==> src/rtl/axi_stall_pkg.sv <==
// Shared stall-buffer definitions: LFSR feedback polynomial, per-beat countdown type and delay cap.
package axi_stall_pkg;

  // Galois right-shift feedback for x^16 + x^14 + x^13 + x^11 + 1
  localparam logic [15:0] LFSR_POLY = 16'hB400;
  localparam int unsigned MAX_DELAY = 15;

  typedef logic [3:0] cnt_t;

  function automatic cnt_t clamp_cnt(input int unsigned v);
    return (v > MAX_DELAY) ? cnt_t'(MAX_DELAY) : cnt_t'(v);
  endfunction

endpackage

==> src/rtl/stall_lfsr.sv <==
// 16-bit Galois LFSR that advances once per enabled cycle; feeds per-beat random extra delay.
module stall_lfsr
  import axi_stall_pkg::*;
#(
  parameter logic [15:0] SEED = 16'hACE1
) (
  input  logic        clk_i,
  input  logic        rst_ni,
  input  logic        en_i,
  output logic [15:0] state_o
);

  logic [15:0] r_state;

  always_ff @(posedge clk_i or negedge rst_ni) begin
    if (!rst_ni) begin
      r_state <= SEED;
    end else if (en_i) begin
      r_state <= {1'b0, r_state[15:1]} ^ (r_state[0] ? LFSR_POLY : 16'h0);
    end
  end

  assign state_o = r_state;

endmodule

==> src/rtl/axi_chan_stall.sv <==
// In-order AXI channel delay FIFO: each beat waits FIXED_DELAY cycles (+0..7 random with AXI_CHAN_STALL_RANDOM_EN).
// Upstream ready is NOT full from registered pointers only; a full buffer refuses the push even while popping.
module axi_chan_stall
  import axi_stall_pkg::*;
#(
  parameter int unsigned DATA_WIDTH  = 64,
  parameter int unsigned FIXED_DELAY = 2,
  parameter int unsigned DEPTH       = 4,
  parameter logic [15:0] LFSR_SEED   = 16'hACE1
) (
  input  logic                  clk_i,
  input  logic                  rst_ni,
  input  logic                  slv_valid_i,
  output logic                  slv_ready_o,
  input  logic [DATA_WIDTH-1:0] slv_data_i,
  output logic                  mst_valid_o,
  input  logic                  mst_ready_i,
  output logic [DATA_WIDTH-1:0] mst_data_o
);

  localparam int unsigned AW = $clog2(DEPTH);

  if (FIXED_DELAY < 1 || FIXED_DELAY > MAX_DELAY || DEPTH < 2 ||
      (DEPTH & (DEPTH - 1)) != 0 || LFSR_SEED == 16'h0) begin : g_bad_param
    $error("axi_chan_stall: illegal FIXED_DELAY, DEPTH or LFSR_SEED");
  end

  logic [AW:0]           r_wptr;
  logic [AW:0]           r_rptr;
  logic                  r_rdy_en;
  logic [DATA_WIDTH-1:0] r_data [DEPTH];
  cnt_t                  r_cnt  [DEPTH];

  logic                  w_empty;
  logic                  w_full;
  logic                  w_push;
  logic                  w_pop;
  logic [AW-1:0]         w_widx;
  logic [AW-1:0]         w_ridx;
  cnt_t                  w_load;

  assign w_widx  = r_wptr[AW-1:0];
  assign w_ridx  = r_rptr[AW-1:0];
  assign w_empty = (r_wptr == r_rptr);
  assign w_full  = (r_wptr[AW] != r_rptr[AW]) && (w_widx == w_ridx);

  // r_rdy_en holds ready low while in reset so it rises only after release
  assign slv_ready_o = r_rdy_en & ~w_full;
  assign mst_valid_o = ~w_empty && (r_cnt[w_ridx] == cnt_t'(0));
  assign mst_data_o  = w_empty ? '0 : r_data[w_ridx];

  assign w_push = slv_valid_i & slv_ready_o;
  assign w_pop  = mst_valid_o & mst_ready_i;

`ifdef AXI_CHAN_STALL_RANDOM_EN
  logic [15:0] w_lfsr;

  stall_lfsr #(
    .SEED(LFSR_SEED)
  ) u_lfsr (
    .clk_i  (clk_i),
    .rst_ni (rst_ni),
    .en_i   (w_push),
    .state_o(w_lfsr)
  );

  assign w_load = clamp_cnt(FIXED_DELAY - 1 + 32'(w_lfsr[2:0]));
`else
  assign w_load = clamp_cnt(FIXED_DELAY - 1);
`endif

  // Idle slots may count down too: they are reloaded on push, so only occupied ones matter
  always_ff @(posedge clk_i or negedge rst_ni) begin
    if (!rst_ni) begin
      r_wptr   <= '0;
      r_rptr   <= '0;
      r_rdy_en <= 1'b0;
      for (int i = 0; i < int'(DEPTH); i++) begin
        r_data[i] <= '0;
        r_cnt[i]  <= '0;
      end
    end else begin
      r_rdy_en <= 1'b1;
      for (int i = 0; i < int'(DEPTH); i++) begin
        if (r_cnt[i] != cnt_t'(0)) begin
          r_cnt[i] <= r_cnt[i] - cnt_t'(1);
        end
      end
      if (w_push) begin
        r_data[w_widx] <= slv_data_i;
        r_cnt[w_widx]  <= w_load;
        r_wptr         <= r_wptr + (AW + 1)'(1);
      end
      if (w_pop) begin
        r_rptr <= r_rptr + (AW + 1)'(1);
      end
    end
  end

endmodule

==> config.mk <==
export PLATFORM = sky130hd
export DESIGN_NAME = axi_chan_stall
export DESIGN_NICKNAME = d
export VERILOG_FILES = /design/src/rtl/axi_stall_pkg.sv /design/src/rtl/stall_lfsr.sv /design/src/rtl/axi_chan_stall.sv
export SDC_FILE = /design/constraint.sdc
export NUM_CORES = 1
export LEC_CHECK = 0
export BUFFER_PORTS_ARGS = -buffer_cell sky130_fd_sc_hd__buf_2
export CAP_MARGIN = 20
export CORE_MARGIN = 10
export CORE_UTILIZATION = 48
export DETAILED_ROUTE_END_ITERATION = 7
export GPL_ROUTABILITY_DRIVEN = 0
export GPL_TIMING_DRIVEN = 0
export PLACE_DENSITY = 0.65
export SLEW_MARGIN = 20
export SYNTH_ARGS = -nofsm -noshare
export SYNTH_HDL_FRONTEND = slang
export SYNTH_SLANG_ARGS = --single-unit
export TNS_END_PERCENT = 50
==> constraint.sdc <==
create_clock -name clk_i -period 2 [get_ports clk_i]
set_input_delay 0.1 -clock clk_i [delete_from_list [all_inputs] [get_ports clk_i]]
set_output_delay 0.1 -clock clk_i [all_outputs]
set_load 0.01 [all_outputs]
**After elaboration in Yosys (flattened, before gate mapping)**

Cells that the tools add are included.
W data, S select, Z words.

- $add $sub $neg: 6
- Multiply operators: 0
- Divide/modulo/power cells: 0
- Order comparisons: 3
- Equality and inequality tests: 3
- Shift-type cells: 0
- Multiplexer cells: 17
- Bitwise gates (word level): 10
- Reductions and logical operators: 8

Operators with widths:

| kind | count |
|---|---|
| $bwmux W256 | 1 |
| $mux W64 | 4 |
| $bmux W64 S2 | 1 |
| $demux W64 S2 | 1 |
| $mux W4 | 7 |
| $mux W16 | 1 |
| $reduce_bool A4 Y1 | 4 |
| $sub A4 B1 Y4 const B | 4 |
| $and A12 B12 Y12 | 1 |
| $not A12 Y12 | 1 |
| $bmux W4 S2 | 1 |
| $demux W4 S2 | 1 |
| $add A3 B1 Y3 const B | 2 |
| $ge A3 B3 Y1 const B | 2 |
| $not A2 Y3 | 2 |
| $logic_not A4 Y1 | 1 |
| $or A4 B4 Y4 | 1 |
| $and A1 B1 Y1 | 3 |
| $eq A3 B3 Y1 | 1 |
| $logic_and A1 B1 Y1 | 3 |
| $lt A3 B1 Y1 const B | 1 |
| $eq A2 B2 Y1 | 1 |
| $not A1 Y1 | 2 |
| $ne A1 B1 Y1 | 1 |

- Bits in registers: 279
- Bits in latches: 0
- Memory bits (writable): 0
- Memory bits (read-only): 0
- Bits of input ports: 68
- Output and inout port bits: 66
- Logic and storage cells: 58
- Memories kept: 0

**Longest topological paths before layout**

Gate-level depths: netlist of the first run.

- Depth after elaboration: 8
- Mapped depth: 8

**Worst setup path before layout of the first run**

OpenSTA, ideal clock, no wires.

- Kind: flip-flop to flip-flop
- From: reg r_rptr[1]
- To: reg r_data[192] in the netlist's numbering
- Library setup time: 125 ps
- Arrival: 1771 ps
- Path slack: 104 ps
- Stages on the path, launching flop included: 9
- Path buffers: 4
- Clock period less this slack: 1896 ps
- Cell sequence: dfrtp_1 buf_2 xnor2_2 a31oi_4 and3_1 buf_6 buf_6 buf_6 mux2_4

- Longest elaborated chain between the ends: 5

Ends and longest elaborated chain:

| what | RTL line | text |
|---|---|---|
| from (decl) | axi_chan_stall.sv:29 | `logic [AW:0] r_rptr;` |
| from (signal assigned) | axi_chan_stall.sv:95 | `r_rptr <= r_rptr + (AW + 1)'(1);` |
| $eq A2 B2 Y1 | axi_chan_stall.sv:45 | `assign w_full = (r_wptr[AW] != r_rptr[AW]) && (w_widx == w_ridx);` |
| $logic_and A1 B1 Y1 | axi_chan_stall.sv:45 |  |
| $not A1 Y1 | axi_chan_stall.sv:48 | `assign slv_ready_o = r_rdy_en & ~w_full;` |
| $and A1 B1 Y1 | axi_chan_stall.sv:48 |  |
| named net slv_ready_o | axi_chan_stall.sv:14 | `output logic slv_ready_o,` |
| $and A1 B1 Y1 | axi_chan_stall.sv:52 | `assign w_push = slv_valid_i & slv_ready_o;` |
| to (signal, indexed assignment) | axi_chan_stall.sv:90 | `r_data[w_widx] <= slv_data_i;` |
| to (decl) | axi_chan_stall.sv:31 | `logic [DATA_WIDTH-1:0] r_data [DEPTH];` |

The timed path passes the listed nets, and every way through them passes these cells.
A chain may end at the register's enable or synchronous reset.

**Worst setup path after layout of the first run**

- From: reg r_rptr[0]
- To: out mst_data_o[46]

- Longest elaborated chain between the ends: 5
- Elaborated cells between the ends (all ways): 6
- Those cells by class: eq/ne (1); mux (4); bitwise (1)

Ends and longest elaborated chain:

| what | RTL line | text |
|---|---|---|
| $not A2 Y3 (implied by the code) | axi_chan_stall.sv:50 | `assign mst_data_o = w_empty ? '0 : r_data[w_ridx];` |
| $bmux W64 S2 | axi_chan_stall.sv:50 |  |
| $mux W64 (implied by the code) (2 in a row) | axi_chan_stall.sv:50 |  |
| $mux W64 * | axi_chan_stall.sv:50 |  |
| to (decl) | axi_chan_stall.sv:18 | `output logic [DATA_WIDTH-1:0] mst_data_o` |

Mark *: on every way between the ends. The rest lies on a longest branch, timed or not. The select of a mux whose other input is x is not followed.

==> impl_results.md, run 1 <==
- Cell Pwr Density: about 1800 nW/um^2
- Status: finished with violations
- Seq/Total Area, Yosys: 0.536
- Syn Area/Cell: between 15 and 20 sq um
- Min-Delay Path Class: input port to asynchronous set/reset pin
- Max frequency: between 400 and 500 MHz
- CP Launch Type: flip-flop
- Area share of the largest cell type after synthesis: 0.536
- Post-route cell area: approximately 17000 sq um
- EDFF count, synth: 0
- Per-cell routed wire length: just over 20 um
- CTS sink count: approximately 280
- Relative slew slack: 0.659
- Layout area overhead: 32.9%
- Initial drt markers: 340
- Setup Viol. Count Final: just under 100
- IO Count: roughly 130
- Die height: roughly 180 um
- Rows: 60
- CTS tree: done
- Fin crit share: 1.15
- Post-route setup slack: -302 ps
- Clock-pin transition on the worst setup and hold timing paths: ~60 ps
- Crit Path Class: flip-flop to output pin
- CP required: roughly 1900 ps
- RSZ-0062 raised after global routing: true
- Setup crit end kind: output pin
- Slew of the pin with the lowest slew margin: around 510 ps
- HPWL after DPL: around 18 mm
- Crit-path max FO: 8
- Final count of hold timing violations: 0
- P_leak: slightly below 0.008 uW
- Layout cells sized above 1: 0.579
- Post-synth cell types: 38
- Router iterations before antenna repair: 4
- IO Port Bufs: approximately 130
- Htree depth: 1
- DIE WIDTH: roughly 180 um
- Min cycle time layout: around 2300 ps
- Final core utilization: 0.646
- Pins Over Slew Limit: 0
- Post-synth top flop: dfrtp_1
- Cts bufs inserted: 31
- Mapped Cells: just over 800
- Synth top area cells: dfrtp_1 54%, mux2_2 18%, mux4_2 11%
- Worst-skew pair later-pin latency: 550 ps
- Post-Syn Nets: 892
- Via density: roughly 5.3
- Failing checks: setup timing
- Setup Skew: roughly 9 ps
- WHS: between 50 and 60 ps
- GR Util All Layers: 0.172
- Most frequent cells in the layout: 279 x dfrtp_1, 202 x mux2_2, 110 x buf_2
- Residual DRC: 0
- Total number of vias: 7677
- Synth area leader: dfrtp_1
- Synthesized flop and latch total: about 280
- Worst IR Drop VDD: 0.884 mV
- Post-Syn Area: ~13000 sq um
- Area post-placement: ~14000 sq um
- First-pass GRT wire length: 47.1 mm
- Max Cap Viol: 0
- Initial Util: 0.486
- Vias in the first global route: about 8500
- Synthesis Warnings: 0
- Global route overflow: 0
- Routed Antenna Nets: 0
- Initial antenna violation count: 1
- CTS root buf: clkbuf_16
- Core footprint: between 20000 and 30000 sq um
- Worst Path Arrival: approximately 2200 ps
- Largest net degree at the start of global routing: 96
- Die footprint: between 30000 and 40000 sq um
- Commonest non-fill, non-tap cell in the layout: dfrtp_1
- Final layout net count: about 1200
- Async S/R FF share, synth: 1.00
- Clock buffer depth: 3
- Worst slack at placement: -662 ps
- Fillers: between 1500 and 2000
- Final WL: between 20 and 30 mm
- Total negative setup slack: -18070 ps
## critical path, stage by stage (launching register included)
cell and delay (ps):
dfrtp_1 400, buf_8 170, buf_12 150, buf_12 130, mux4_2 520, nor2b_1 150, buf_2 140
## layer usage
metal / track usage / up-vias / routed length [um]
li1: - / 3491 / -
met1: 0.229 / 4012 / 13400
met2: 0.284 / 141 / 14500
met3: 0.0354 / 33 / 1370
met4: 0.0338 / 0 / 448
met5: 0 / - / 0
## final timing paths
path	slack (ps)	cells after the start	from	endpoint
min reg2reg	500	1	r_data[79]	r_data[79]
min in group clk_i	360	3	slv_data_i[14]	r_data[206]
max	-300	6	r_rptr[0]	mst_data_o[46]
min	50	2	rst_ni	r_data[124]
max in group asynchronous	830	4	rst_ni	r_data[24]
max reg2reg	-90	9	r_rptr[0]	r_data[112]
## cells by family after synthesis
family / Yosys count / synth area share
mux: 322 / 0.349
compound gates: 15 / 0.00884
buf+inv: 68 / 0.0362
simple gates: 110 / 0.0515
other cells: 1 / 0.000288
fa+ha+maj: 9 / 0.00865
xor+xnor: 11 / 0.00913
flops: 279 / 0.536
## stage by stage
step / cells / power, uW
2_1_floorplan: 815 / 18600
3_3_place_gp: 1289 / 22200
3_5_place_dp: 1292 / 22500
4_1_cts: 1430 / 30100
5_1_grt: 1444 / 33100
6_report: 1444 / 31100
## synthesized netlist by cell type, drive strengths merged, types with 5 or more instances
library cell,n
xnor2,7
buf,42
inv,13
nor2,11
a21oi,5
nand2b,8
ha,9
clkbuf,13
nor2b,65
nor3,7
dfrtp,279
mux2,256
mux4,64
## power breakdown
part	total [uW]	internal, uW	switching [uW]
sequential	10000	8490	1520
combinational	15700	9700	5990
clock	5440	3220	2220
total	31100	21400	9720
## registers in the layout, indices dropped and copies added (netlist names)
name      cells
r_rptr        3
r_data      256
r_cnt        16
r_rdy_en      1
r_wptr        3
## area by class of cell
cell class / instances / area [sq um] / area share
plain buffers: 52 / 851 / 0.0492
flip-flops and latches: 279 / 6980 / 0.404
clock buffers: 44 / 905 / 0.0523
diodes: 1 / 2.50 / 0.000145
well taps: 341 / 427 / 0.0247
multi-input cells: 468 / 5830 / 0.337
clock inverters: 7 / 60.1 / 0.00347
inverters: 13 / 48.8 / 0.00282
repair buffers: 239 / 2190 / 0.127
## repair_timing
item	in CTS	in global routing
hold buffers	67	0
gates cloned	2	10
setup endpoints to repair	267	288
pin swaps	1	4
buffers inserted	18	6
resized for setup	145	65
hold endpoints to repair	443	0
Power figures use the tool's default switching activity.
==> inputs of run 2 (changes only) <==
==> constraint.sdc (replaced) <==
create_clock -name clk_i -period 2.73 [get_ports clk_i]
set_input_delay 0.1365 -clock clk_i [delete_from_list [all_inputs] [get_ports clk_i]]
set_output_delay 0.1365 -clock clk_i [all_outputs]
set_load 0.01 [all_outputs]
==> run 2 against run 1 <==
Against the previous run:
- the run now ends clean
- highest routed layer unchanged
- core utilization down 5.4 points
- combinational power down 42%
- worst setup slack better by 430 ps
- worst hold slack better by 4.7 ps
- count of clock-buffer cells in the layout unchanged
- critical path depth up 1
- via count down 3.3%
- die area unchanged
- non-clock buffer count down 34
- register-to-register slack better by 680 ps
- cell count down 2.4%
==> impl_results.md, run 2 (synthesis gave the netlist of run 1 again) <==
- Status: complete, no violations
- Initial drt markers: between 300 and 400
- Global route overflow: 0
- GR Util All Layers: 0.168
- Worst Path Arrival: between 2000 and 2500 ps
- Max reg flops: 256
- Layout area overhead: 21.8%
- Core footprint: 26800 sq um
- Worst IR Drop VDD: 0.653 mV
- Total negative setup slack: 0 ps
- Initial antenna violation count: 1
- Biggest regs: r_data: 256 flops, r_cnt: 16 flops
- Residual DRC: 0
- Most frequent cells in the layout: 279 x dfrtp_1, 203 x mux2_2, 143 x buf_2
- Via density: approximately 5.3
- Post-layout total power: a little over 20000 uW
- Vias in the first global route: ~8400
- RSZ-0062 raised after global routing: false
- Clock-pin transition on the worst setup and hold timing paths: approximately 60 ps
- Min cycle time layout: about 2600 ps
- Postcts setup bufs: 0
- Non-filler cells in the finished layout: about 1400
- Rows: 60
- Final WL: approximately 28 mm
- Per-cell routed wire length: 19.9 um
- IO Count: 134
- Largest net degree at the start of global routing: between 90 and 100
- Final layout net count: approximately 1100
- Routed Antenna Nets: 0
- P_leak: slightly above 0.007 uW
- HPWL after DPL: 18.2 mm
- Setup Viol. Count Final: 0
- Slew of the pin with the lowest slew margin: around 680 ps
- Max Cap Viol: 0
- Setup crit end kind: output pin
- Layout cells sized above 1: 0.526
- Fin crit share: 0.955
- Commonest non-fill, non-tap cell in the layout: dfrtp_1
- Die footprint: 34100 sq um
- Relative slew slack: 0.549
- First-pass GRT wire length: approximately 46 mm
- Placed instance count: around 1300
- CP required: ~2600 ps
- Initial Util: 0.486
- CTS sink count: ~280
- Worst-skew pair later-pin latency: roughly 550 ps
- Die height: approximately 180 um
- Crit-path max FO: 10
- CTS tree: done
- Largest Register: r_data
- IO Port Bufs: around 130
- DIE WIDTH: about 180 um
- CP Launch Type: flip-flop
- Htree depth: 1
- WHS: between 50 and 60 ps
- Clock buffer depth: 3
- Crit Path Class: flip-flop to output pin
- Post-route cell area: ~16000 sq um
- Max frequency: 384 MHz
- Router iterations before antenna repair: 4
- Final count of hold timing violations: 0
- Cts bufs inserted: 31
- Min-Delay Path Class: input port to flip-flop
- Area post-placement: between 10000 and 15000 sq um
- Setup Skew: 7.56 ps
- Pins Over Slew Limit: 0
- CTS root buf: clkbuf_16
- Cell Pwr Density: about 1300 nW/um^2
- Total number of vias: approximately 7400
-- run 2: cell types whose count changed in the layout (fill, tap and decap cells not counted), sizes merged --
cell	change
buf	-20
clkbuf	-12
dlygate4sd3	-1
bufbuf	-1
-- run 2: path summary, 6_finish.rpt --
path                                   from             end  slack [ps]  cells past startpoint
min in group asynchronous            rst_ni     r_data[124]          90                      2
worst max-delay path              r_rptr[0]  mst_data_o[15]         120                      7
worst min-delay path            mst_ready_i       r_rptr[1]          60                      3
worst max register to register    r_rptr[0]     r_data[193]         590                      8
max in group asynchronous            rst_ni      r_data[24]        1520                      4
worst min register to register   r_data[53]      r_data[53]         500                      1
-- run 2: area by class of cell --
cell class,count,area (sq um)
timing repair buffer,202,1420
clock inverter,7,60.1
fill,2122,10900
inverter,13,48.8
tap,341,427
multi-input combinational,468,5560
antenna,1,2.50
buffer,55,450
sequential,279,6980
clock buffer,44,905
-- run 2: worst max-delay path: stages, from the launching register on --
cell and delay (ps):
dfrtp_1 380, buf_2 210, xnor2_2 240, and3b_1 230, clkbuf_4 270, clkbuf_2 300, nor2b_1 130, buf_2 160
-- run 2: layer usage --
layer / up-vias / GRT usage / routed length [um]
met2: 127 / 0.278 / 13400
met3: 38 / 0.0341 / 1270
li1: 3419 / - / -
met4: 0 / 0.0348 / 488
met1: 3836 / 0.224 / 12800
met5: - / 0 / 0
-- run 2: metrics by stage --
step	worst slack, ps	util
finish	124	0.592
CTS	25.8	0.591
floorplan	834	-
detailed placement	31.8	0.530
global route	2.53	0.592
global placement	-3820	0.526
-- run 2: power breakdown --
| group | internal, uW | switching [uW] |
|---|---|---|
| Combinational | 5250 | 3820 |
| Clock | 2360 | 1620 |
| Sequential | 6220 | 1080 |
-- run 2: repair_timing --
| action | CTS | global route |
|---|---|---|
| setup endpoints to repair | 63 | 29 |
| hold buffers | 66 | 0 |
| cloned | 0 | 0 |
| gates resized for setup | 13 | 7 |
| endpoints found under the hold margin | 441 | 0 |
==> inputs of run 3 (changes only) <==
--- a/config.mk
+++ b/config.mk
@@ -5,6 +5,7 @@
 export SDC_FILE = /design/constraint.sdc
 export NUM_CORES = 1
 export LEC_CHECK = 0
+export ABC_AREA = 1
 export BUFFER_PORTS_ARGS = -buffer_cell sky130_fd_sc_hd__buf_2
 export CAP_MARGIN = 20
 export CORE_MARGIN = 10
==> run 3 against run 2 <==
Against the previous run:
- count of clock-buffer cells in the layout is 3 lower
- synthesized cell count up 92%
- first-iteration DRC count rose to 2.8 times the previous value
- final area fell by 0.22%
- largest power group unchanged
==> impl_results.md, run 3 <==
- Largest net degree at the start of global routing: 97
- Max Cap Viol: 0
- Commonest non-fill, non-tap cell in the layout: nand2_1
- Syn Area/Cell: about 8.2 sq um
- CTS sink count: approximately 280
- Layout area overhead: 22.9%
- Mapped Cells: approximately 1600
- Clock-pin transition on the worst setup and hold timing paths: roughly 60 ps
- P_leak: around 0.0082 uW
- First-pass GRT wire length: 61.8 mm
- Htree depth: 1
- Core footprint: roughly 26000 sq um
- Area share of the largest cell type after synthesis: 0.542
- Setup crit end kind: output pin
- Placed instance count: just over 2000
- Total number of vias: approximately 11000
- Post-synth cell types: 27
- Pins Over Slew Limit: 0
- EDFF count, synth: 0
- Die footprint: approximately 34000 sq um
- Worst-skew pair later-pin latency: 560 ps
- Post-Syn Area: 12900 sq um
- Commonest cells in the netlist: 353 x nand2_1, 279 x dfrtp_1, 240 x o21ai_1, 161 x inv_1, 152 x o21ai_0
- Biggest regs: r_data: 256 flops, r_cnt: 16 flops
- Vias in the first global route: around 12000
- Rows: 59
- Final core utilization: 0.604
- Synth top area cells: dfrtp_1 54%, nand2_1 10%, o21ai_1 9.3%
- Post-synth top flop: dfrtp_1
- Non-filler cells in the finished layout: roughly 2200
- Layout cells sized above 1: 0.149
- Residual DRC: 0
- Final WL: 37.6 mm
- Min cycle time layout: between 2000 and 3000 ps
- IO Count: approximately 130
- Most numerous cell in the Yosys netlist: nand2_1
- CP cell instances: clkbuf_4 -> buf_2 -> buf_2 -> nor2_1 -> o22ai_1 -> nand2_1 -> inv_1 -> buf_2
- Via density: 5.33
- Setup Viol. Count Final: 0
- Setup crit end: mst_data_o[54]
- Status: complete, no violations
- Routed Antenna Nets: 0
- Worst-case reg-to-reg path depth: 5
- Antenna diodes: 0
- Synthesized flop and latch total: between 200 and 300
- Max frequency: roughly 380 MHz
- Fin crit share: 0.960
- Post-route setup slack: approximately 110 ps
- Relative slew slack: 0.594
- Cell Pwr Density: about 1300 nW/um^2
- Fillers: roughly 2400
- Synthesis Warnings: 0
- Final count of hold timing violations: 0
- Worst Path Arrival: around 2500 ps
- RSZ-0062 raised after global routing: true
- Initial Util: 0.491
- Area taken by flip-flops and latches: roughly 7000 sq um
- Seq/Total Area, Yosys: 0.542
- RR Startpoint: r_rptr[1]
- Min-Delay Path Class: input port to flip-flop
- CP Launch Type: flip-flop
- CTS tree: done
- Initial antenna violation count: 0
- DIE WIDTH: 184 um
- Final layout net count: ~1900
- CTS root buf: clkbuf_16
- Max reg flops: about 260
- CP Launch Point: r_rptr[0]
- Slowest cell on crit path: dfrtp_2
- Post-layout total power: slightly above 20000 uW
- Worst slack at placement: around 340 ps
- Per-cell routed wire length: about 17 um
- Most frequent cells in the layout: 353 x nand2_1, 278 x dfrtp_1, 240 x o21ai_1
- CP peak stage delay: 520 ps
- Crit Path Class: flip-flop to output pin
- Global route overflow: 0
- Initial drt markers: between 800 and 900
- IO Port Bufs: about 130
- Crit-path max FO: 10
- CP required: approximately 2600 ps
- Slew of the pin with the lowest slew margin: slightly above 600 ps
- Flop-to-flop setup slack: 750 ps
- WHS: roughly 73 ps
- GR Util All Layers: 0.223
- Multi-input gate area: 4700 sq um
- Cts bufs inserted: 31
- Reg2reg end: r_data[226]
- Synth area leader: dfrtp_1
- Clock buffer depth: 3
- Router iterations before antenna repair: 6
- Post-Syn Nets: roughly 1600
- HPWL after DPL: between 20 and 25 mm
- Die height: 184 um
- Async S/R FF share, synth: 1.00
- Largest Register: r_data
- Setup Skew: 24.8 ps
- Critical Path Most Common Cell: buf_2
- Worst IR Drop VDD: 0.689 mV
## run 3: changes by cell type in the layout (fill, tap and decap cells not counted), sizes merged, moves of 8 or more
cell	before	now
nor2b	65	1
inv	13	162
clkbuf	53	90
nand2b	8	0
nand3	2	24
mux2	256	0
o22ai	0	64
nand2	1	354
o21ai	2	392
buf	182	191
mux4	64	0
nor2	11	150
## run 3: worst min path at each step
stage / startpoint / to / slack [ps] / cells after the start
floorplan: rst_ni / r_cnt[0] / -160 / 0
global placement: slv_data_i[61] / r_data[253] / 430 / 3
detailed placement: rst_ni / r_data[56] / 90 / 1
CTS: slv_valid_i / r_wptr[1] / 60 / 3
global route: slv_valid_i / r_wptr[1] / 90 / 3
finish: slv_valid_i / r_wptr[1] / 70 / 3
## run 3: logic make-up after synthesis
family | after synthesis | synth area share
AO/OA/AOI/OAI | 466 | 0.187
adder cells (fa/ha/maj) | 9 | 0.00875
buffers and inverters | 267 | 0.0924
other | 1 | 0.000291
XOR/XNOR | 3 | 0.00204
flip-flops | 279 | 0.542
AND/OR/NAND/NOR | 538 | 0.167
## run 3: repair_timing
action	4_1_cts	5_1_grt
buffers inserted	0	0
endpoints found under the hold margin	425	0
setup endpoints to repair	64	59
hold buffers	66	0
gates resized for setup	9	26
## run 3: power breakdown
part / internal, uW / total [uW] / switching, uW
combinational: 3350 / 8920 / 5570
sequential: 6010 / 7050 / 1030
clock: 2690 / 4390 / 1700
total: 12000 / 20300 / 8300
## run 3: layer usage
| metal | wire, um | vias up | track usage |
|---|---|---|---|
| met2 | 17700 | 324 | 0.367 |
| met1 | 17100 | 5575 | 0.304 |
| met3 | 2010 | 55 | 0.0326 |
| met4 | 715 | 0 | 0.0528 |
| li1 | - | 5536 | - |
| met5 | 0 | - | 0 |
## run 3: stage by stage
stage               instance area, sq um  setup TNS [ps]
floorplan                          12900               0
global placement                   14000        -1055170
detailed placement                 14100               0
CTS                                15800               0
global route                       15800           -42.0
finish                             15800               0
## run 3: final cells by class
type                            instances  area share
Multi-Input combinational cell       1017       0.297
Clock inverter                         16      0.0136
Inverter                              162      0.0387
Buffer                                104      0.0385
Timing Repair Buffer                  202      0.0897
Clock buffer                           41      0.0546
Tap cell                              335      0.0265
Sequential cell                       279       0.441
## run 3: critical path, delay by kind of cell, from the launching register on
| family | cells | cell delay [ps] |
|---|---|---|
| buffers and inverters | 5 | 1080 |
| DFF | 1 | 520 |
| and+or+nand+nor | 2 | 160 |
| AOI/OAI and AO/OA | 1 | 170 |
